## config.mk

```make
export PLATFORM = sky130hd
export DESIGN_NAME = sram_ro_bridge
export DESIGN_NICKNAME = d
export VERILOG_FILES = /design/src/rtl/sram_ro_bridge.sv
export SDC_FILE = /design/constraint.sdc
export NUM_CORES = 1
export LEC_CHECK = 0
export ABC_CLOCK_PERIOD_IN_PS = 2500
export CORE_ASPECT_RATIO = 2
export CORE_MARGIN = 1
export CORE_UTILIZATION = 38
export CTS_CLUSTER_DIAMETER = 120
export DETAILED_ROUTE_END_ITERATION = 16
export GPL_TIMING_DRIVEN = 0
export PLACE_DENSITY = 0.86
export SLEW_MARGIN = 20
export SYNTH_ARGS = -nofsm -noshare
export SYNTH_HDL_FRONTEND = slang
export SYNTH_SLANG_ARGS = --single-unit
```

## constraint.sdc

```tcl
create_clock -name clk_i -period 2.5 [get_ports clk_i]
set_input_delay 0.625 -clock clk_i [delete_from_list [all_inputs] [get_ports clk_i]]
set_output_delay 0.625 -clock clk_i [all_outputs]
set_load 0.05 [all_outputs]
```

## src/rtl/sram_ro_bridge.sv

```systemverilog
// Wishbone pipelined read-only bridge to a synchronous SRAM read port with fixed read latency.
// Optional data parity check is enabled by defining SRAM_RO_PARITY_EN.
module sram_ro_bridge #(
  parameter int ADDR_WIDTH   = 8,
  parameter int RD_LATENCY   = 1,
  parameter int ERR_ON_WRITE = 1
) (
  input  logic                  clk_i,
  input  logic                  rst_i,
  input  logic                  wb_cyc_i,
  input  logic                  wb_stb_i,
  input  logic                  wb_we_i,
  input  logic [31:0]           wb_adr_i,
  input  logic [3:0]            wb_sel_i,
  input  logic [31:0]           wb_dat_i,
  output logic                  wb_ack_o,
  output logic                  wb_err_o,
  output logic                  wb_rty_o,
  output logic                  wb_stall_o,
  output logic [31:0]           wb_dat_o,
  output logic [ADDR_WIDTH-3:0] mem_addr_o,
  output logic                  mem_rd_o,
  input  logic [31:0]           mem_data_i
`ifdef SRAM_RO_PARITY_EN
  ,
  input  logic                  mem_par_i,
  output logic                  par_err_o
`endif
);

  typedef enum logic [1:0] {IDLE, RD_WAIT, RESP} state_t;

  localparam logic [2:0] LAT_INIT = 3'(RD_LATENCY);
  localparam logic       WR_ERR   = (ERR_ON_WRITE != 0);

  state_t     state;
  logic [2:0] lat_cnt;
  logic       wb_en;
  logic       par_bad;
  logic       unused_inputs;

  assign wb_en      = wb_cyc_i & wb_stb_i;
  assign wb_stall_o = wb_en & (state != IDLE);
  assign wb_rty_o   = 1'b0;

`ifdef SRAM_RO_PARITY_EN
  // Even parity: data bits plus parity bit must hold an even number of ones.
  assign par_bad = (^mem_data_i) != mem_par_i;
`else
  assign par_bad = 1'b0;
`endif

  assign unused_inputs = ^{wb_sel_i, wb_dat_i, wb_adr_i[31:ADDR_WIDTH], wb_adr_i[1:0]};

  always_ff @(posedge clk_i) begin
    if (rst_i) begin
      state      <= IDLE;
      lat_cnt    <= 3'd0;
      wb_ack_o   <= 1'b0;
      wb_err_o   <= 1'b0;
      wb_dat_o   <= 32'd0;
      mem_addr_o <= '0;
      mem_rd_o   <= 1'b0;
`ifdef SRAM_RO_PARITY_EN
      par_err_o  <= 1'b0;
`endif
    end else begin
      wb_ack_o <= 1'b0;
      wb_err_o <= 1'b0;
      mem_rd_o <= 1'b0;
`ifdef SRAM_RO_PARITY_EN
      par_err_o <= 1'b0;
`endif
      case (state)
        IDLE: begin
          if (wb_en) begin
            if (wb_we_i) begin
              state    <= RESP;
              wb_err_o <= WR_ERR;
              wb_ack_o <= ~WR_ERR;
            end else begin
              mem_addr_o <= wb_adr_i[ADDR_WIDTH-1:2];
              mem_rd_o   <= 1'b1;
              lat_cnt    <= LAT_INIT;
              state      <= RD_WAIT;
            end
          end
        end
        RD_WAIT: begin
          // Last count cycle is the one in which the SRAM data is valid.
          if (!wb_cyc_i) begin
            state   <= IDLE;
            lat_cnt <= 3'd0;
          end else if (lat_cnt == 3'd1) begin
            lat_cnt <= 3'd0;
            state   <= RESP;
            if (par_bad) begin
              wb_err_o <= 1'b1;
              wb_dat_o <= 32'd0;
`ifdef SRAM_RO_PARITY_EN
              par_err_o <= 1'b1;
`endif
            end else begin
              wb_ack_o <= 1'b1;
              wb_dat_o <= mem_data_i;
            end
          end else begin
            lat_cnt <= lat_cnt - 3'd1;
          end
        end
        RESP:    state <= IDLE;
        default: state <= IDLE;
      endcase
    end
  end

endmodule

```

==> summary.txt <==
Clock network
  • Worst-Skew Late Latency: 0.30 ns
  • Cts hold-fix bufs: 0
  • TritonCTS clock tree: yes
  • Clock sink count: 46
  • CTS Root Cell: clkbuf_8
  • Cts repair resizes: 5
  • CTS H-tree lvls: 2
  • Post CTS Setup Buffer Count: 0
  • CTS buffer count: 5
  • Max clock buf depth: 2
  • Register clock-pin slew on the reported worst setup and hold paths: 0.08 ns

Die
  • Core region area: 5420 um^2
  • Initial Util: 0.397
  • FP Rows: 38
  • Top-level I/O count: 148
  • Die width: 55.2 um
  • Die ar.: 5980 um^2
  • Die height: 108 um

Synth
  • Post-synthesis xor/xnor area fraction: 0
  • Post-Synth Adder-Cell Area: 0.0116
  • Total number of yosys warnings: 0
  • Synthesis-stage register bit count: 46
  • Main combinational cell family by area after synthesis: simple AND/OR/NAND/NOR gates
  • Syn_area_per_cell: 10.2 um^2
  • Post-synth cell types: 31
  • Seq/Total Area, Yosys: 0.428
  • Synthesized instance count: 210
  • Post-synthesis compound-gate area fraction: 0.0268
  • Syn Nets: 317
  • Post-synthesis mux area share: 0.177
  • Post-synthesis cell area: 2150 um^2
  • Post-Synth Simple-Gate Area: 0.293

Worst setup path
  • Crit-path cells: clkdlybuf4s50_1, nand2_1, nor2_1, buf_2
  • CP bufs+invs: 2
  • Crit path capture type: output port
  • Crit path depth: 4
  • Slowest stage delay, CP: 0.60 ns
  • R2r startpoint: lat_cnt[1]
  • WP data required: 1.88 ns
  • CP max-delay cell: clkdlybuf4s50_1
  • Critical path origin: wb_cyc_i
  • Register-to-Register Path Depth: 7
  • Delay-heaviest family, CP: buffers and inverters
  • CP max FO: 7
  • Critical Path AT: 1.77 ns
  • Critical path class: input pin to output port
  • Critical path launch point type: input pin
  • R2R Setup Slk: 1.02 ns

Power
  • Static Leakage: 1.10 nW
  • Switch Pwr: 0.000329 W
  • VDD IR-drop max: 0.000457 V
  • Flop pwr share: 0.511
  • Gate power share: 0.134
  • Switching portion of total power: 0.225
  • PD cells: 461 nW/um^2
  • Clk pwr share: 0.355
  • Internal: 0.00113 W

Placed design
  • Gpl congestion: 0.736
  • Port bufs: 84
  • Detailed placer's ending HPWL: 3650 um

Run
  • # Max-Cap Violations: 0

Detailed routing
  • Routed wire length: 4770 um
  • Iter 0 DRT Violations: 32
  • First-pass iteration count of the detailed router: 4
  • Vias per cell: 4.71
  • ANT nets after route: 0
  • Vias: 1,704
  • WL/cell: 13.2 um
  • DR DRC count: 0

Global route
  • Vias in the first global route: 1,687
  • Initial antenna violation count: 0
  • Tot GR Track Use: 0.176
  • First-pass GRT wire length: 7570 um
  • Global route overflow: 0
  • Pin count of the biggest net entering global routing: 14

Cells and area
  • Nets: 408
  • Layout area overhead: 47.5%
  • Filler cell count: 480
  • # diodes: 0
  • Layout cells sized above 1: 0.0629

Timing
  • RSZ-0062 raised after global routing: false
  • Slew Viols, Final: 0
  • Clock Skew: 0.00439 ns
  • Period utilization: 0.959
  • Hold Fails Final Rpt: 0
  • Final-report setup violation count: 0
  • Maximum clock rate: 417 MHz
  • Normalized max-slew margin: 0.578
  • Minimum period implied by the final worst setup slack: 2.40 ns
  • Post-Route Hold Slack: 0.473 ns
  • Setup TNS: 0 ns
  • Slew @ Worst Pin: 0.628 ns

Status
  • Outcome: complete, no violations

Hold path
  • Hold Path Class: flip-flop to flip-flop
  • Min-delay src: wb_dat_o[22]
  • Hold path depth: 2
-- registers in the layout, summed over array words and instances (netlist names) --
signal	count
state	2
wb_dat_o	32
mem_addr_o	6
lat_cnt	3
mem_rd_o	1
wb_ack_o	1
wb_err_o	1
-- layout make-up --
class	instances	area (um^2)	area share
inverters	3	11.3	0.00355
well taps	60	75.1	0.0237
clock buffers	8	110	0.0347
multi-input cells	146	1100	0.346
repair buffers	84	836	0.264
flip-flops and latches	46	921	0.290
plain buffers	15	120	0.0379
-- worst min-delay path, stage by stage, from the launching register on --
cell      delay (ns)
dfxtp_1         0.32
nand2b_1        0.06
mux2i_1         0.05
-- worst paths after layout --
| path | to |
|---|---|
| setup / recovery | wb_stall_o |
| hold / removal | wb_dat_o[22] |
| setup reg to reg | wb_dat_o[28] |
| hold reg to reg | wb_dat_o[22] |
-- cells in the mapped netlist --
| library cell | number | area share |
|---|---|---|
| a211o_1 | 1 | 0.0041 |
| a211oi_1 | 1 | 0.0035 |
| a21o_2 | 1 | 0.0041 |
| a21oi_1 | 2 | 0.0047 |
| a311oi_1 | 1 | 0.0041 |
| and2b_1 | 1 | 0.0035 |
| and2b_2 | 1 | 0.0041 |
| and3_1 | 1 | 0.0029 |
| buf_12 | 3 | 0.028 |
| buf_4 | 2 | 0.0070 |
| buf_6 | 1 | 0.0052 |
| clkbuf_1 | 9 | 0.016 |
| conb_1 | 1 | 0.0017 |
| dfxtp_1 | 46 | 0.43 |
| ha_1 | 2 | 0.012 |
| inv_1 | 3 | 0.0052 |
| mux2i_1 | 38 | 0.18 |
| nand2_1 | 2 | 0.0035 |
| nand2b_1 | 77 | 0.22 |
| nand3b_1 | 2 | 0.0070 |
| nand4_1 | 1 | 0.0029 |
| nand4bb_1 | 1 | 0.0052 |
| nor2_1 | 4 | 0.0070 |
| nor2b_1 | 1 | 0.0029 |
| nor2b_4 | 1 | 0.0064 |
| nor3_1 | 1 | 0.0023 |
| nor3b_1 | 1 | 0.0035 |
| nor4_4 | 1 | 0.0099 |
| nor4b_1 | 2 | 0.0082 |
| o21ai_0 | 1 | 0.0023 |
| o2bb2ai_1 | 1 | 0.0041 |
-- power groups by stage --
| stage | combinational, W | clock, W | sequential, W |
|---|---|---|---|
| 2_1_floorplan | 0.0000781 | 0 | 0.000783 |
| 3_3_place_gp | 0.000195 | 0 | 0.000763 |
| 3_5_place_dp | 0.000197 | 0 | 0.000764 |
| 4_1_cts | 0.000198 | 0.000542 | 0.000746 |
| 5_1_grt | 0.000212 | 0.000576 | 0.000748 |
| 6_report | 0.000195 | 0.000519 | 0.000746 |
-- placed cells by master, fill, tap and decap left out, types with 2 or more instances in the layout --
cell and instances:
buf_12 3, nand3b_1 2, nor4b_1 2, a21oi_1 2, buf_4 2, dfxtp_1 46, clkdlybuf4s50_1 83, inv_1 3
mux2i_1 38, nand2_1 2, clkbuf_1 9, ha_1 2, nand2b_1 77, nor2_1 4, clkbuf_8 8
-- routing by layer --
layer  routed length (um)  global-route usage  share of wire  vias up
li1                     -                   -              -      865
met4                   97              0.0839          0.020        0
met2                 2580               0.306           0.54       52
met1                 1860               0.185           0.39      780
met3                  229              0.0450          0.048        7
met5                    0                   0              0        -
-- through the flow --
| stage | instance area (um^2) | cells | setup WS [ns] | utilization | power, W |
|---|---|---|---|---|---|
| floorplan | 2150 | 210 | 0.492 | - | 0.000861 |
| global placement | 3070 | 354 | -0.433 | 0.566 | 0.000958 |
| detailed placement | 3070 | 354 | -0.422 | 0.566 | 0.000961 |
| CTS | 3170 | 362 | 0.100 | 0.585 | 0.00149 |
| global route | 3170 | 362 | 0.0402 | 0.585 | 0.00154 |
| finish | 3170 | 362 | 0.103 | 0.585 | 0.00146 |
-- cells by family after synthesis --
logic type                 count (synthesis)
and+or+nand+nor                           97
DFF                                       46
muxes                                     38
buffers and inverters                     18
AOI/OAI and AO/OA                          8
adders and majority gates                  2
other                                      1
(Power assumes the default switching activity.)
